$ cat config.mk
export PLATFORM = sky130hd
export DESIGN_NAME = alu_operand_entry
export DESIGN_NICKNAME = d
export VERILOG_FILES = /design/src/rtl/alu_operand_entry_pkg.sv /design/src/rtl/alu_operand_entry_key_debounce.sv /design/src/rtl/alu_operand_entry.sv
export SDC_FILE = /design/constraint.sdc
export NUM_CORES = 1
export LEC_CHECK = 0
export ABC_AREA = 1
export CAP_MARGIN = 20
export CORE_AREA = 2 2 97 99
export CTS_CLUSTER_SIZE = 12
export DETAILED_ROUTE_END_ITERATION = 7
export DIE_AREA = 0 0 99 101
export GPL_TIMING_DRIVEN = 0
export PLACE_DENSITY_LB_ADDON = 0.12
export SLEW_MARGIN = 20
export SYNTH_ARGS = -nofsm -noshare
export SYNTH_HDL_FRONTEND = slang
export SYNTH_SLANG_ARGS = --single-unit
$ cat constraint.sdc
create_clock -name CLOCK_50 -period 4.8 [get_ports CLOCK_50]
set_input_delay 0.96 -clock CLOCK_50 [delete_from_list [all_inputs] [get_ports CLOCK_50]]
set_output_delay 0.96 -clock CLOCK_50 [all_outputs]
set_load 0.01 [all_outputs]
$ cat src/rtl/alu_operand_entry_pkg.sv
// Shared constants for the ALU operand-entry front end: ALU opcodes, FSM state
// encoding and the switch-to-opcode mapping.
package alu_entry_pkg;

  localparam logic [4:0] ALU_ADD = 5'd0;
  localparam logic [4:0] ALU_SUB = 5'd8;
  localparam logic [4:0] ALU_CMP = 5'd10;
  localparam logic [4:0] ALU_AND = 5'd14;
  localparam logic [4:0] ALU_OR  = 5'd16;
  localparam logic [4:0] ALU_XOR = 5'd18;
  localparam logic [4:0] ALU_NOT = 5'd20;
  localparam logic [4:0] ALU_LSH = 5'd21;

  localparam logic [2:0] S_A    = 3'd0;
  localparam logic [2:0] S_B    = 3'd1;
  localparam logic [2:0] S_OP   = 3'd2;
  localparam logic [2:0] S_EXEC = 3'd3;
  localparam logic [2:0] S_SHOW = 3'd4;

  function automatic logic [4:0] map_opcode(input logic [2:0] sel);
    logic [4:0] op;
    case (sel)
      3'b000:  op = ALU_ADD;
      3'b001:  op = ALU_SUB;
      3'b010:  op = ALU_AND;
      3'b011:  op = ALU_OR;
      3'b100:  op = ALU_XOR;
      3'b101:  op = ALU_NOT;
      3'b110:  op = ALU_LSH;
      default: op = ALU_CMP;
    endcase
    return op;
  endfunction

endpackage

$ cat src/rtl/alu_operand_entry_key_debounce.sv
// Push-button conditioner: 2-flop synchroniser, stability counter and a
// one-cycle press pulse on an accepted 1->0 transition (active-low key).
module key_debounce #(
  parameter int DEBOUNCE_CYCLES = 1000000,
  parameter int CNT_W           = 20
) (
  input  logic clk,
  input  logic rst,
  input  logic key_n,
  output logic press
);

  localparam logic [CNT_W-1:0] CNT_LAST = CNT_W'(DEBOUNCE_CYCLES - 1);

  logic             sync1_reg;
  logic             sync2_reg;
  logic             stable_reg;
  logic             stable_dly_reg;
  logic             press_reg;
  logic [CNT_W-1:0] cnt_reg;

  always_ff @(posedge clk or posedge rst) begin
    if (rst) begin
      sync1_reg      <= 1'b1;
      sync2_reg      <= 1'b1;
      stable_reg     <= 1'b1;
      stable_dly_reg <= 1'b1;
      press_reg      <= 1'b0;
      cnt_reg        <= '0;
    end else begin
      sync1_reg      <= key_n;
      sync2_reg      <= sync1_reg;
      stable_dly_reg <= stable_reg;
      press_reg      <= stable_dly_reg & ~stable_reg;
      // Count consecutive differing samples; any agreeing sample restarts the run.
      if (sync2_reg == stable_reg) begin
        cnt_reg <= '0;
      end else if (cnt_reg == CNT_LAST) begin
        stable_reg <= sync2_reg;
        cnt_reg    <= '0;
      end else begin
        cnt_reg <= cnt_reg + 1'b1;
      end
    end
  end

  assign press = press_reg;

endmodule

$ cat src/rtl/alu_operand_entry.sv
// Sequential operand/opcode entry for the 16-bit ALU with result capture.
// Optional chaining of results into operand A: define ALU_ENTRY_ACCUMULATE_EN.
module alu_operand_entry
  import alu_entry_pkg::*;
#(
  parameter int DEBOUNCE_CYCLES = 1000000,
  parameter int CNT_W           = 20
) (
  input  logic        CLOCK_50,
  input  logic        reset,
  input  logic [1:0]  KEY,
  input  logic [9:0]  SW,
  input  logic [15:0] alu_y,
  input  logic [4:0]  alu_flags,
  output logic [15:0] a,
  output logic [15:0] b,
  output logic [4:0]  alu_op,
  output logic [15:0] disp,
  output logic [4:0]  flags_led,
  output logic [2:0]  state_o,
  output logic        result_valid
);

  logic [1:0]  press;
  logic [2:0]  state_reg;
  logic [15:0] a_reg;
  logic [15:0] b_reg;
  logic [4:0]  op_reg;
  logic [15:0] y_reg;
  logic [4:0]  flags_reg;
  logic        valid_reg;
  logic [15:0] operand;

  genvar gi;
  generate
    for (gi = 0; gi < 2; gi++) begin : g_key
      key_debounce #(
        .DEBOUNCE_CYCLES(DEBOUNCE_CYCLES),
        .CNT_W          (CNT_W)
      ) u_key_debounce (
        .clk  (CLOCK_50),
        .rst  (reset),
        .key_n(KEY[gi]),
        .press(press[gi])
      );
    end
  endgenerate

  assign operand = {{9{SW[6]}}, SW[6:0]};

  always_ff @(posedge CLOCK_50 or posedge reset) begin
    if (reset) begin
      state_reg <= S_A;
      a_reg     <= '0;
      b_reg     <= '0;
      op_reg    <= '0;
      y_reg     <= '0;
      flags_reg <= '0;
      valid_reg <= 1'b0;
    end else if (press[1]) begin
      state_reg <= S_A;
      a_reg     <= '0;
      b_reg     <= '0;
      op_reg    <= '0;
      y_reg     <= '0;
      flags_reg <= '0;
      valid_reg <= 1'b0;
    end else begin
      case (state_reg)
        S_A: if (press[0]) begin
          a_reg     <= operand;
          state_reg <= S_B;
        end
        S_B: if (press[0]) begin
          b_reg     <= operand;
          state_reg <= S_OP;
        end
        S_OP: if (press[0]) begin
          op_reg    <= map_opcode(SW[9:7]);
          state_reg <= S_EXEC;
        end
        // Single-cycle capture; an advance arriving here is deliberately dropped.
        S_EXEC: begin
          y_reg     <= alu_y;
          flags_reg <= alu_flags;
          valid_reg <= 1'b1;
          state_reg <= S_SHOW;
        end
        S_SHOW: if (press[0]) begin
          valid_reg <= 1'b0;
`ifdef ALU_ENTRY_ACCUMULATE_EN
          a_reg     <= y_reg;
          state_reg <= S_B;
`else
          state_reg <= S_A;
`endif
        end
        default: state_reg <= S_A;
      endcase
    end
  end

  always_comb begin
    disp = y_reg;
    case (state_reg)
      S_A, S_B: disp = operand;
      S_OP:     disp = {13'b0, SW[9:7]};
      default:  disp = y_reg;
    endcase
  end

  assign a            = a_reg;
  assign b            = b_reg;
  assign alu_op       = op_reg;
  assign flags_led    = flags_reg;
  assign state_o      = state_reg;
  assign result_valid = valid_reg;

endmodule

# Word-level counts from Yosys, hierarchy flattened
# Index checks and enable logic that the tools add are counted.
# classes
n_mux	27
n_bitwise	6
eq_ne	18
add_sub_neg	2
reduce_logical	16
# op_table
cell	n
16-bit 2-to-1 mux	7
20-bit 2-to-1 mux	4
20-bit by 1-bit adder with 20-bit output, second input constant	2
20-bit == test, second input constant	2
5-bit one-hot mux with 7 select lines	1
16-bit one-hot mux with 2 select lines	1
5-bit 2-to-1 mux	5
3-bit 2-to-1 mux	5
3-bit one-hot mux with 5 select lines	1
3-bit by 2-bit == test with 1-bit output, second input constant	4
3-bit == test, second input constant	4
3-bit by 1-bit != test with 1-bit output, second input constant	4
2-bit AND reduction	6
2-bit nonzero test	5
3-bit by 1-bit == test with 1-bit output, second input constant	2
3-bit logical NOT	2
1-bit inverter	4
4-bit AND reduction	1
3-bit nonzero test	1
1-bit bitwise AND	2
1-bit == test	2
1-bit 2-to-1 mux	2
1-bit one-hot mux with 2 select lines	1
2-bit OR reduction	1
# word_totals
out_inout_bits	62
elab_cells	88
ff_bits	112
in_bits	35

# Depth between registers and ports, before layout
# Gate-level depths: netlist of run 1.
# depth
word_depth	5
depth_mapped	9
depth_no_buf	9

# By module
# Synthesis of run 1 repeated with hierarchy kept, for this count alone.
# unflattened
hier_cells	614
area_unflattened_um2	5006.1
# modules_own_cells
mod	instances	seq_area_each_um2	cells_per_inst	area_per_inst_um2
key_debounce	2	630.6	166	1350.0
alu_operand_entry	1	1101.1	282	2306.0

# Worst setup path before layout of run 1
# OpenSTA, ideal clock, no wires.
# synth_path
path_type	input to output
startpoint	input port SW[6]
endpoint	output port disp[12]
path_slack_ns	2.547
path_stages	2
arrival_ns	1.293
n_path_buf	0
required_time_ns	3.840
cell_sequence	nand2_1 > o21ai_0
# synth_via
elab_chain_len	1
# synth_rtl
item	line	text
from (decl)	alu_operand_entry.sv:12	input logic [9:0] SW,
16-bit one-hot mux with 2 select lines	alu_operand_entry.sv:105	case (state_reg)
to (decl)	alu_operand_entry.sv:18	output logic [15:0] disp,
# Every way passes these cells.

# Worst setup path after layout of run 1
# layout_path
startpoint	input port SW[6]
endpoint	output port disp[14]
# The elaborated chain is that of the path after synthesis.

==> key figures, run 1 <==
Logic synthesis
  – Synth Cell Area: 4886 um2
  – Main area contributors after synthesis: dfrtp_1, nand2_1, nor2_1
  – Post-Syn Instances: 597
  – Flops & latches, synth: 94
  – Share of the yosys chip area belonging to registers: 48.35%
  – Yosys cell types: 31
  – YS warnings: 0
  – Average cell area after synthesis: 8.184 um2
  – Proportion of netlist area held by the largest area contributor: 44.05%
  – Post-Syn Nets: 634
  – Synth area leader: dfrtp_1

Timing
  – Hold WS: 0.3614 ns
  – Final hold violation count: 0
  – Slew headroom: 65.84%
  – Setup Skew: 0.009595 ns
  – Fin crit share: 69.97%
  – Min Tclk post-route: 3.358 ns
  – Setup-failing EPs final: 0
  – Setup_tns: 0 ns
  – Max Freq: 297.8 MHz
  – Worst-margin pin slew: 0.5107 ns
  – Final Slew Violations: 0
  – Unrepaired setup endpoints after global routing: no

Global routing
  – Total GRT Usage: 23.51%
  – Largest net degree at the start of global routing: 61
  – Initial antenna violation count: 0
  – First-pass GRT wire length: 19,060 um
  – Grt total ovfl: 0
  – Vias in the first global route: 4,146

Clock tree
  – CTS Hold Buffers Added: 0
  – CTS resizes: 0
  – Num CTS Buffers: 9
  – Worst-path clk slew: 0.09 ns
  – H-tree levels: 3
  – Post-CTS setup buffer count: 0
  – CTS tree: yes
  – Clock Root Buffer: clkbuf_8
  – Worst skew pair latency: 0.36 ns
  – Clock buffer depth: 2
  – # clock sinks: 94

Die
  – Die ar.: 9999 um2
  – Row count: 35
  – CORE AREA: 8977 um2
  – Initial core utilization: 54.43%
  – # IOs: 97
  – Die width: 99 um
  – Die Y: 101 um

Worst setup path
  – Crit end category: output pin
  – Critical path launch point type: primary input
  – Max FO, Critical Path: 10
  – Data arrival, critical path: 2.40 ns
  – RR Endpoint: g_key[1].u_key_debounce.cnt_reg[18]
  – Internal reg-to-reg setup slack: 3.26 ns
  – Reg2reg path depth: 6
  – Worst R2R Start: g_key[1].u_key_debounce.cnt_reg[0]
  – Critical Path RT: 3.84 ns
  – Worst setup path category: in2out

Run
  – Max_cap viols: 0

Run status
  – Status: finished, final reports clean

Final layout
  – Diode count: 0
  – Max FFs per register: 40
  – Nets: 742
  – Area Overhead vs Synth: 27.81%
  – Layout cell share with drive strength beyond 1: 14.93%

Placed design
  – Placed wire-length estimate: 8204 um
  – PortBufs: 96
  – RePlAce Congestion: 0.8848

Pwr
  – Leakage power: 2.779 nW
  – PD cells: 240.4 nW/um2
  – Maximum vdd ir drop: 179.3 uV

Worst hold path
  – Hold Path Depth: 0
  – Hold path endpoint: g_key[0].u_key_debounce.sync2_reg
  – Hold Crit Class: reg2reg
  – HP Start: g_key[0].u_key_debounce.sync1_reg

Detailed routing
  – Post-Route WL: 11,060 um
  – Vias/cell: 5.183
  – Drt pass-1 iters: 5
  – Via count: 4,255
  – Drt drc: 0
  – Post-route ant nets: 0
  – 1st-iter DRT viols: 189
  – WL/cell: 13.47 um
report_power, final:
part           switching (W)  leakage, nW  total [W]  internal, W
clock network       0.000286        0.117   0.000598     0.000312
registers         0.00000523         1.07   0.000804     0.000799
logic              0.0000500         1.59  0.0000995    0.0000495
total               0.000341         2.78    0.00150      0.00116
critical path, cell delays in order:
cell,delay (ns)
clkdlybuf4s50_1,0.51
nand2_1,0.21
o21ai_1,0.15
clkdlybuf4s50_1,0.57
layout by cell type (no fill, tap or decap), types with 3 or more instances in the layout:
master,n
inv_1,56
nor3_1,4
xor2_1,16
nand3_2,13
o21ai_1,15
nor2_4,4
nor2_1,99
nand2_1,121
buf_2,8
clkdlybuf4s50_1,96
clkbuf_8,10
xnor2_1,10
nor2_2,7
o22ai_1,3
nand4_1,7
dfstp_2,8
o21bai_1,3
o21ai_2,10
nand3_1,60
a21oi_1,8
dfrtp_1,86
nand2_2,5
inv_2,9
o21ai_0,13
buf_4,19
cells in the mapped netlist:
cell      number
nor3_1         4
nand3_1       60
a21oi_2        1
o21ai_1       15
buf_6          2
a21oi_1        8
ha_1           2
o21bai_1       3
nor2_2         7
dfrtp_1       86
o31ai_1        1
and2_1         1
o22ai_1        3
buf_2          8
o221ai_1       1
nand2_1      121
nor2_1        99
o211ai_1       2
nand4_1        7
dfstp_2        8
nand3_2       13
o21ai_0       13
xnor2_1       10
xor2_1        16
nand2_2        5
buf_4         19
inv_1         57
nor2_4         4
o21ai_2       10
inv_2          9
nand2_4        2
routing by layer:
layer / share of wire (%) / track usage, %
met1: 44 / 30.79
met2: 49 / 39.40
met3: 6.1 / 3.745
met4: 1.7 / 9.273
met5: 0 / 0
how the worst max path moves through the flow:
stage               start         to  slack [ns]
floorplan           reset       a[0]        1.40
finish              SW[6]   disp[14]        1.44
global placement    reset  alu_op[2]        0.09
global route        SW[6]   disp[13]        1.36
CTS                 SW[6]   disp[14]        1.45
detailed placement  SW[6]    disp[6]        1.46
logic make-up (layout without fill, tap and decap cells):
family	Yosys count	after routing	synth area share, %
AOI/OAI and AO/OA	57	57	7.145
xor gates and xnor gates	26	26	4.661
adders and majority gates	2	2	0.5121
buffers and inverters	95	208	9.270
DFF	94	94	48.35
and+or+nand+nor	323	323	30.06
through the flow:
step	setup WS (ns)	utilization (%)	total power, W	std cells	area [um2]
floorplan	1.405	-	0.0008602	597	4886
global placement	0.08563	66.68	0.0009146	804	5986
detailed placement	1.457	67.01	0.0009194	805	6016
CTS	1.449	69.56	0.001514	821	6245
global route	1.355	69.56	0.001562	821	6245
finish	1.442	69.56	0.001501	821	6245
final cells by class:
type | instances | area, um2
buffer | 29 | 205.2
clock buffer | 10 | 137.6
clock inverter | 6 | 91.34
fill | 736 | 2733
inverter | 66 | 250.2
multi-input combinational | 408 | 2071
sequential | 94 | 2362
tap | 111 | 138.9
timing repair buffer | 97 | 988.4
Note: power is estimated with default switching activity, not from simulation.
==> run 2, diff against run 1 <==
--- a/config.mk
+++ b/config.mk
@@ -7,10 +7,10 @@
 export LEC_CHECK = 0
 export ABC_AREA = 1
 export CAP_MARGIN = 20
-export CORE_AREA = 2 2 97 99
+export CORE_AREA = 2 2 105 107
 export CTS_CLUSTER_SIZE = 12
 export DETAILED_ROUTE_END_ITERATION = 7
-export DIE_AREA = 0 0 99 101
+export DIE_AREA = 0 0 107 109
 export GPL_TIMING_DRIVEN = 0
 export PLACE_DENSITY_LB_ADDON = 0.12
 export SLEW_MARGIN = 20
==> constraint.sdc (replaced) <==
create_clock -name CLOCK_50 -period 2.9 [get_ports CLOCK_50]
set_input_delay 0.58 -clock CLOCK_50 [delete_from_list [all_inputs] [get_ports CLOCK_50]]
set_output_delay 0.58 -clock CLOCK_50 [all_outputs]
set_load 0.01 [all_outputs]
==> key figures, run 2 (synthesis gave the netlist of run 1 again) <==
Worst setup path
  – Critical Path, Cell by Cell: inv_2, nand2_1, inv_2, nor2_4, inv_2, buf_2, o22ai_1, clkdlybuf4s50_1
  – Worst R2R Start: g_key[0].u_key_debounce.cnt_reg[0]
  – Max FO, Critical Path: 10
  – Reg2reg path depth: 6
  – Internal reg-to-reg setup slack: 1.38 ns
  – Top cell by count, worst path: inv_2
  – Critical Path RT: 2.32 ns
  – Max stage delay on crit path: 0.56 ns
  – Critical path launch point type: register
  – CP max-delay cell: clkdlybuf4s50_1
  – RR Endpoint: g_key[0].u_key_debounce.cnt_reg[18]
  – Crit end category: output pin
  – Worst setup path category: reg2out
  – Data arrival, critical path: 2.18 ns

Die
  – Die ar.: 11,660 um2
  – Die width: 107 um
  – Initial core utilization: 46.08%
  – Die Y: 109 um
  – Row count: 38
  – CORE AREA: 10,600 um2
  – # IOs: 97

Clock tree
  – H-tree levels: 3
  – # clock sinks: 94
  – CTS tree: yes
  – Clock Root Buffer: clkbuf_8
  – CTS Hold Buffers Added: 0
  – CTS resizes: 0
  – Clock buffer depth: 2
  – Post-CTS setup buffer count: 0
  – Num CTS Buffers: 9
  – Worst skew pair latency: 0.36 ns
  – Worst-path clk slew: 0.09 ns

Final layout
  – Area Overhead vs Synth: 28.99%
  – Fill count: 982
  – Max FFs per register: 40
  – Diode count: 0
  – Most frequent cells in the layout: nand2_1, nor2_1, clkdlybuf4s50_1
  – Layout cell share with drive strength beyond 1: 14.89%
  – Leading cell type in the layout, fill and taps excluded: nand2_1
  – Nets: 744

Worst hold path
  – Hold path endpoint: g_key[0].u_key_debounce.sync2_reg
  – Hold Crit Class: reg2reg
  – Hold Path Depth: 0
  – HP Start: g_key[0].u_key_debounce.sync1_reg

Timing
  – Setup Skew: 0.01180 ns
  – Setup_tns: 0 ns
  – Slew headroom: 58.48%
  – Worst-margin pin slew: 0.6214 ns
  – Hold WS: 0.3593 ns
  – Final hold violation count: 0
  – Max Freq: 361.7 MHz
  – Min Tclk post-route: 2.765 ns
  – Setup-failing EPs final: 0
  – Unrepaired setup endpoints after global routing: no
  – Fin crit share: 95.33%
  – Final Slew Violations: 0

Pwr
  – Leakage power: 2.779 nW
  – Maximum vdd ir drop: 241.1 uV
  – PD cells: 379.9 nW/um2

Global routing
  – Vias in the first global route: 4,100
  – Initial antenna violation count: 0
  – Total GRT Usage: 20.55%
  – Largest net degree at the start of global routing: 30
  – First-pass GRT wire length: 19,060 um
  – Grt total ovfl: 0

Placed design
  – PortBufs: 96
  – RePlAce Congestion: 0.8909
  – Placed wire-length estimate: 8470 um

Detailed routing
  – WL/cell: 12.98 um
  – Drt pass-1 iters: 4
  – Drt drc: 0
  – Post-route ant nets: 0
  – 1st-iter DRT viols: 171
  – Post-Route WL: 11,060 um
  – Via count: 4,204
  – Vias/cell: 4.934

Run status
  – Status: finished, final reports clean

Run
  – Max_cap viols: 0
==> run 2: per-stage QoR <==
step	util [%]	power (W)	instance area, um2	worst slack [ns]	instances
3_3_place_gp	56.83	0.001517	6026	0.2286	833
4_1_cts	59.44	0.002432	6302	0.1184	852
2_1_floorplan	-	0.001424	4890	1.116	597
3_5_place_dp	57.54	0.001531	6101	0.3029	836
5_1_grt	59.44	0.002485	6302	0.02243	852
6_report	59.44	0.002395	6302	0.1353	852
==> run 2: worst max-delay path by stage <==
stage	end	slack [ns]	cells past startpoint	start
after floorplan	disp[3]	1.12	7	state_o[2]
after global placement	alu_op[2]	0.23	2	reset
after detailed placement	disp[7]	0.30	4	SW[6]
after CTS	disp[7]	0.12	8	state_o[2]
after global routing	disp[8]	0.02	8	state_o[2]
final	disp[4]	0.14	8	state_o[2]
==> run 2: power breakdown <==
group	internal [W]	total [W]	switching, W
registers	0.00132	0.00133	0.00000872
logic	0.0000884	0.000172	0.0000834
clock network	0.000446	0.000892	0.000447
total	0.00186	0.00239	0.000539
==> run 2: area by class of cell <==
class                      instances  area, um2  area share, %
sequential                        94       2362          37.48
multi-input combinational        408       2071          32.86
timing repair buffer              99       1036          16.44
inverter                          66      251.5          3.990
buffer                            29      205.2          3.256
tap                              140      175.2          2.779
clock buffer                      13      158.9          2.521
clock inverter                     3      42.54         0.6750
==> run 2: critical path, delay by kind of cell, from the launching register on <==
family,cells,cell delay [ns]
compound gates,1,0.16
buf+inv,5,0.99
flops,1,0.48
simple gates,2,0.19
==> run 2: layer usage <==
layer / vias to the layer above / GRT usage (%) / wire length [um]
met2: 102 / 34.30 / 5330
met5: - / 0 / 0
met1: 1983 / 26.98 / 4998
li1: 2103 / - / -
met3: 16 / 2.750 / 502
met4: 0 / 8.905 / 227
